## config.mk

```make
export PLATFORM = sky130hd
export DESIGN_NAME = led_seq_ctrl
export DESIGN_NICKNAME = d
export VERILOG_FILES = /design/src/rtl/led_seq_ctrl.sv
export SDC_FILE = /design/constraint.sdc
export NUM_CORES = 1
export LEC_CHECK = 0
export CORE_MARGIN = 4
export CORE_UTILIZATION = 30
export CTS_BUF_LIST = sky130_fd_sc_hd__clkbuf_8
export DETAILED_ROUTE_END_ITERATION = 16
export PLACE_DENSITY = 0.52
export SYNTH_ARGS = -nofsm -noshare
export SYNTH_HDL_FRONTEND = slang
export SYNTH_SLANG_ARGS = --single-unit
```

## constraint.sdc

```tcl
create_clock -name clk -period 6.2 [get_ports clk]
set_input_delay 1.24 -clock clk [delete_from_list [all_inputs] [get_ports clk]]
set_output_delay 1.24 -clock clk [all_outputs]
set_load 0.02 [all_outputs]
```

## src/rtl/led_seq_ctrl.sv

```systemverilog
`default_nettype none
// ============================================================================
// Module   : led_seq_ctrl
// Purpose  : 4-LED active-low pattern sequencer (forward/reverse/ping-pong/
//            blink) with programmable step rate, pause and stop.
// Options  : define LED_SEQ_PINGPONG_EN to build the ping-pong mode; without
//            it, mode 2'b10 runs the forward sequence.
// Revision : 1.0 - initial release
// ============================================================================
module led_seq_ctrl #(
  parameter int DIV_BASE = 12500000,
  parameter int CNT_W    = 32
) (
  input  logic       clk,
  input  logic       rst_n,
  input  logic       start,
  input  logic       stop,
  input  logic       pause,
  input  logic [1:0] mode,
  input  logic [1:0] speed,
  output logic [3:0] led,
  output logic       busy,
  output logic       step
);

  localparam logic [3:0]       c_LED_OFF   = 4'b1111;
  localparam logic [3:0]       c_LED_LEFT  = 4'b0111;
  localparam logic [3:0]       c_LED_RIGHT = 4'b1110;
  localparam logic [3:0]       c_LED_ALL   = 4'b0000;
  localparam logic [1:0]       c_MODE_FWD  = 2'b00;
  localparam logic [1:0]       c_MODE_REV  = 2'b01;
  localparam logic [1:0]       c_MODE_PP   = 2'b10;
  localparam logic [1:0]       c_MODE_BLK  = 2'b11;
  localparam logic [CNT_W-1:0] c_DIV       = CNT_W'(DIV_BASE);
  localparam logic [CNT_W-1:0] c_ONE       = CNT_W'(1);

  typedef enum logic [1:0] {
    S_IDLE = 2'd0,
    S_RUN  = 2'd1,
    S_HOLD = 2'd2
  } state_t;

  state_t           r_state;
  logic [CNT_W-1:0] r_cnt;
  logic [1:0]       r_mode;

  logic [CNT_W-1:0] w_shifted;
  logic [CNT_W-1:0] w_limit;
  logic             w_at_limit;
  logic [3:0]       w_rot_r;
  logic [3:0]       w_rot_l;
  logic [3:0]       w_pp_led;
  logic [3:0]       w_next_led;
  logic [3:0]       w_first_led;

  // Terminal count is P-1 with P = max(1, DIV_BASE >> speed), re-evaluated
  // every cycle so a speed change takes effect immediately.
  assign w_shifted  = c_DIV >> speed;
  assign w_limit    = (w_shifted == '0) ? '0 : (w_shifted - c_ONE);
  assign w_at_limit = (r_cnt >= w_limit);

  assign w_rot_r = {led[0], led[3:1]};
  assign w_rot_l = {led[2:0], led[3]};

`ifdef LED_SEQ_PINGPONG_EN
  logic r_dir_asc;
  assign w_pp_led = r_dir_asc ? w_rot_l : w_rot_r;
`else
  assign w_pp_led = w_rot_r;
`endif

  always_comb begin
    w_next_led = w_rot_r;
    case (r_mode)
      c_MODE_REV: w_next_led = w_rot_l;
      c_MODE_PP:  w_next_led = w_pp_led;
      c_MODE_BLK: w_next_led = ~led;
      default:    w_next_led = w_rot_r;
    endcase
  end

  always_comb begin
    w_first_led = c_LED_LEFT;
    case (mode)
      c_MODE_REV: w_first_led = c_LED_RIGHT;
      c_MODE_BLK: w_first_led = c_LED_ALL;
      default:    w_first_led = c_LED_LEFT;
    endcase
  end

  always_ff @(posedge clk or negedge rst_n) begin
    if (!rst_n) begin
      r_state <= S_IDLE;
      r_cnt   <= '0;
      r_mode  <= c_MODE_FWD;
      led     <= c_LED_OFF;
      busy    <= 1'b0;
      step    <= 1'b0;
`ifdef LED_SEQ_PINGPONG_EN
      r_dir_asc <= 1'b0;
`endif
    end else begin
      step <= 1'b0;
      case (r_state)
        S_IDLE: begin
          led   <= c_LED_OFF;
          r_cnt <= '0;
          busy  <= 1'b0;
          if (start && !stop) begin
            r_state <= S_RUN;
            r_mode  <= mode;
            led     <= w_first_led;
            busy    <= 1'b1;
`ifdef LED_SEQ_PINGPONG_EN
            r_dir_asc <= 1'b0;
`endif
          end
        end
        S_RUN, S_HOLD: begin
          if (stop) begin
            r_state <= S_IDLE;
            r_cnt   <= '0;
            led     <= c_LED_OFF;
            busy    <= 1'b0;
          end else if (pause) begin
            r_state <= S_HOLD;
          end else begin
            // Leaving HOLD counts on the same edge, so progress resumes at once.
            r_state <= S_RUN;
            if (w_at_limit) begin
              r_cnt <= '0;
              led   <= w_next_led;
              step  <= 1'b1;
`ifdef LED_SEQ_PINGPONG_EN
              if (r_mode == c_MODE_PP) begin
                if (w_next_led == c_LED_RIGHT)
                  r_dir_asc <= 1'b1;
                else if (w_next_led == c_LED_LEFT)
                  r_dir_asc <= 1'b0;
              end
`endif
            end else begin
              r_cnt <= r_cnt + c_ONE;
            end
          end
        end
        default: begin
          r_state <= S_IDLE;
          led     <= c_LED_OFF;
          busy    <= 1'b0;
        end
      endcase
    end
  end

endmodule
`default_nettype wire

```

==> run summary <==
Worst-margin pin slew = 0.945 ns
Leak pwr = 1.42 nW
Row count = 35
Clk pin slew, worst setup/hold paths = 0.07 ns
CTS Buffer Depth = 2
Register bit total from synthesis = 42
Critical path startpoint category = input port
Pin count of the biggest net entering global routing = 43
Post-CTS sizing = 0
Vias per cell = 4.85
Routability cong. = 0.800
CP Max Fanout = 20
Synth top area share = 32.7%
Post-route DRC = 0
EDFF count, synth = 0
Most common cell in the netlist = dfrtp_1
Rel. slew slack = 36.4%
Most frequent cells after synthesis = 38 x dfrtp_1, 35 x nand2_1, 35 x nor2_1, 24 x ha_1, 22 x nand3_1
Outcome = completed
Clock Skew = 0.0114 ns
Hpwl dp = 4680 microns
N_diodes = 0
Sink Count = 42
First-pass GRT wire length = 10,700 microns
Critical Path End = r_cnt[26]
Antenna violations before repair = 0
Worst vdd ir = 0.000225 V
Inserted Clock Buffers = 5
Layout area overhead = 12.4%
Cells after Synth = 330
Fin crit share = 68.0%
Starting DRT DRC Count = 111
Final nets = 376
Final core occ = 35.1%
Core area = 9330 sq um
Worst min path class = register to register
GRT Overall Usage = 11.6%
Vias in the first global route = 2,194
Post-Synthesis Cell Area = 2910 sq um
Post-placement cell count = 465
Worst-Skew Late Latency = 0.30 ns
Total of max-cap violations = 0
Synth warn = 0
CTS tree = yes
CP endpoint kind = register
Unrepaired setup endpoints after global routing = no
Avg Cell Area, Syn = 8.82 sq um
# IOs = 15
Fraction of registers with async set/reset = 100%
Initial DRT Pass Iterations = 4
Slew Viols, Final = 0
Reg2Reg Setup Slack = 3.30 ns
Cts hold-fix bufs = 0
Setup TNS = 0 ns
Final Critical Period = 4.22 ns
Final ANT Viol Nets = 0
Sequential-to-total area share from yosys stat = 36.3%
Initial Util = 31.2%
Final setup vio count = 0
Wire length per cell = 13.2 microns
Setup crit start = speed[0]
Yosys top cell by area = dfrtp_1
Pwr dens = 284 nW/um^2
Critical Path RT = 6.34 ns
DR vias = 2,295
Die ar. = 11,300 sq um
Fmax = 0.237 GHz
Synth unique cells = 51
Worst Hold Slack = 0.536 ns
Worst Path Arrival = 4.36 ns
PortBufs = 14
Die H = 106 microns
Postcts setup bufs = 0
Wirelength, routed = 6220 microns
RR Startpoint = r_cnt[22]
Synth top area cells = dfrtp_1 33%, ha_1 10%, nand2_1 4.5%, nor2_1 4.5%, nand3_1 3.8%
Die W = 106 microns
Final hold vios = 0
Critical R2R Capture = r_cnt[26]
Cell Count, Final, Fillers Out = 473
Worst Setup Path Type = input port to register
Clock Tree Root = clkbuf_8
Grt total ovfl = 0
H-tree level count = 2
R2R cell count = 7
Layout cells sized above 1 = 8.14%
Main synth FF type = dfrtp_1
per-layer routing:
metal | global-route usage [%] | wire [microns] | part of all wire, % | vias to the layer above
li1 | - | - | - | 1191
met1 | 16.6 | 3220 | 52 | 1075
met2 | 17.8 | 2730 | 44 | 24
met3 | 2.37 | 190 | 3.1 | 5
met4 | 3.11 | 77 | 1.2 | 0
met5 | 0 | 0 | 0 | -
through the flow:
stage	setup slack (ns)	cell area [sq um]	power, mW
after detailed placement	1.66	3160	0.724
after global routing	1.67	3270	1.01
after global placement	1.71	3160	0.725
after CTS	1.96	3270	0.941
after floorplan	2.54	2920	0.640
final	1.98	3270	0.929
worst max-delay path, cell delays in order:
cell and delay, ns:
clkdlybuf4s50_1 0.59, inv_1 0.12, nand2_1 0.12, inv_1 0.08, ha_1 0.26, and4_1 0.18
nand3_1 0.07, or4_4 0.43, a41oi_4 0.35, nor3_4 0.15, nor2_2 0.63, nor2_1 0.12
cells by family after synthesis:
| logic type | count (synthesis) | share of synthesized area (%) |
|---|---|---|
| AOI/OAI and AO/OA | 65 | 15.7 |
| buffers and inverters | 26 | 3.91 |
| and+or+nand+nor | 145 | 25.2 |
| DFF | 42 | 36.3 |
| muxes | 4 | 1.76 |
| xor gates and xnor gates | 22 | 6.62 |
| other | 2 | 0.258 |
| adders and majority gates | 24 | 10.3 |
placed cells by master (no fill, tap or decap), drive strengths merged, types with 2 or more instances in the layout:
| cell | synthesis | layout |
|---|---|---|
| nor3 | 11 | 11 |
| conb | 2 | 6 |
| and4 | 2 | 2 |
| o21ba | 2 | 2 |
| a21oi | 19 | 19 |
| clkbuf | 8 | 5 |
| nand4 | 7 | 7 |
| dfstp | 4 | 4 |
| inv | 14 | 15 |
| dfrtp | 38 | 38 |
| nand2b | 4 | 4 |
| o211ai | 2 | 2 |
| o21ai | 20 | 20 |
| nand2 | 36 | 36 |
| ha | 24 | 24 |
| or3 | 2 | 2 |
| xor2 | 12 | 12 |
| nor2b | 3 | 3 |
| nor4 | 8 | 8 |
| and3 | 10 | 10 |
| nand3 | 22 | 22 |
| o31ai | 4 | 4 |
| a21o | 5 | 5 |
| o22ai | 4 | 4 |
| xnor2 | 10 | 10 |
| nor2 | 37 | 37 |
| mux2 | 3 | 3 |
| clkdlybuf4s50 | 0 | 13 |
flip-flops by register name, summed over array words and instances (netlist names):
| register | flops |
|---|---|
| busy | 1 |
| led | 4 |
| r_cnt | 32 |
| r_mode | 2 |
| r_state | 2 |
| step | 1 |
where the power goes:
| part | internal, mW | leakage [nW] | switching [mW] | total, mW |
|---|---|---|---|---|
| Combinational | 0.138 | 0.797 | 0.227 | 0.365 |
| Sequential | 0.312 | 0.567 | 0.0377 | 0.350 |
| Clock | 0.119 | 0.0556 | 0.0953 | 0.214 |
| Total | 0.569 | 1.42 | 0.360 | 0.929 |
worst min-delay path by stage:
stage	startpoint	end	depth (start not counted)
6_report	busy	busy	2
5_1_grt	r_cnt[1]	r_cnt[1]	2
4_1_cts	r_cnt[1]	r_cnt[1]	2
3_5_place_dp	r_cnt[1]	r_cnt[1]	2
3_3_place_gp	r_cnt[1]	r_cnt[1]	2
2_1_floorplan	r_cnt[1]	r_cnt[1]	2
layout make-up:
type / instances / area (sq um)
Tap cell: 129 / 161
Sequential cell: 42 / 1060
Fill cell: 975 / 6060
Clock inverter: 3 / 41.3
Timing Repair Buffer: 14 / 135
Inverter: 14 / 52.6
Clock buffer: 5 / 68.8
Multi-Input combinational cell: 266 / 1750
Power figures use the tool's default switching activity.
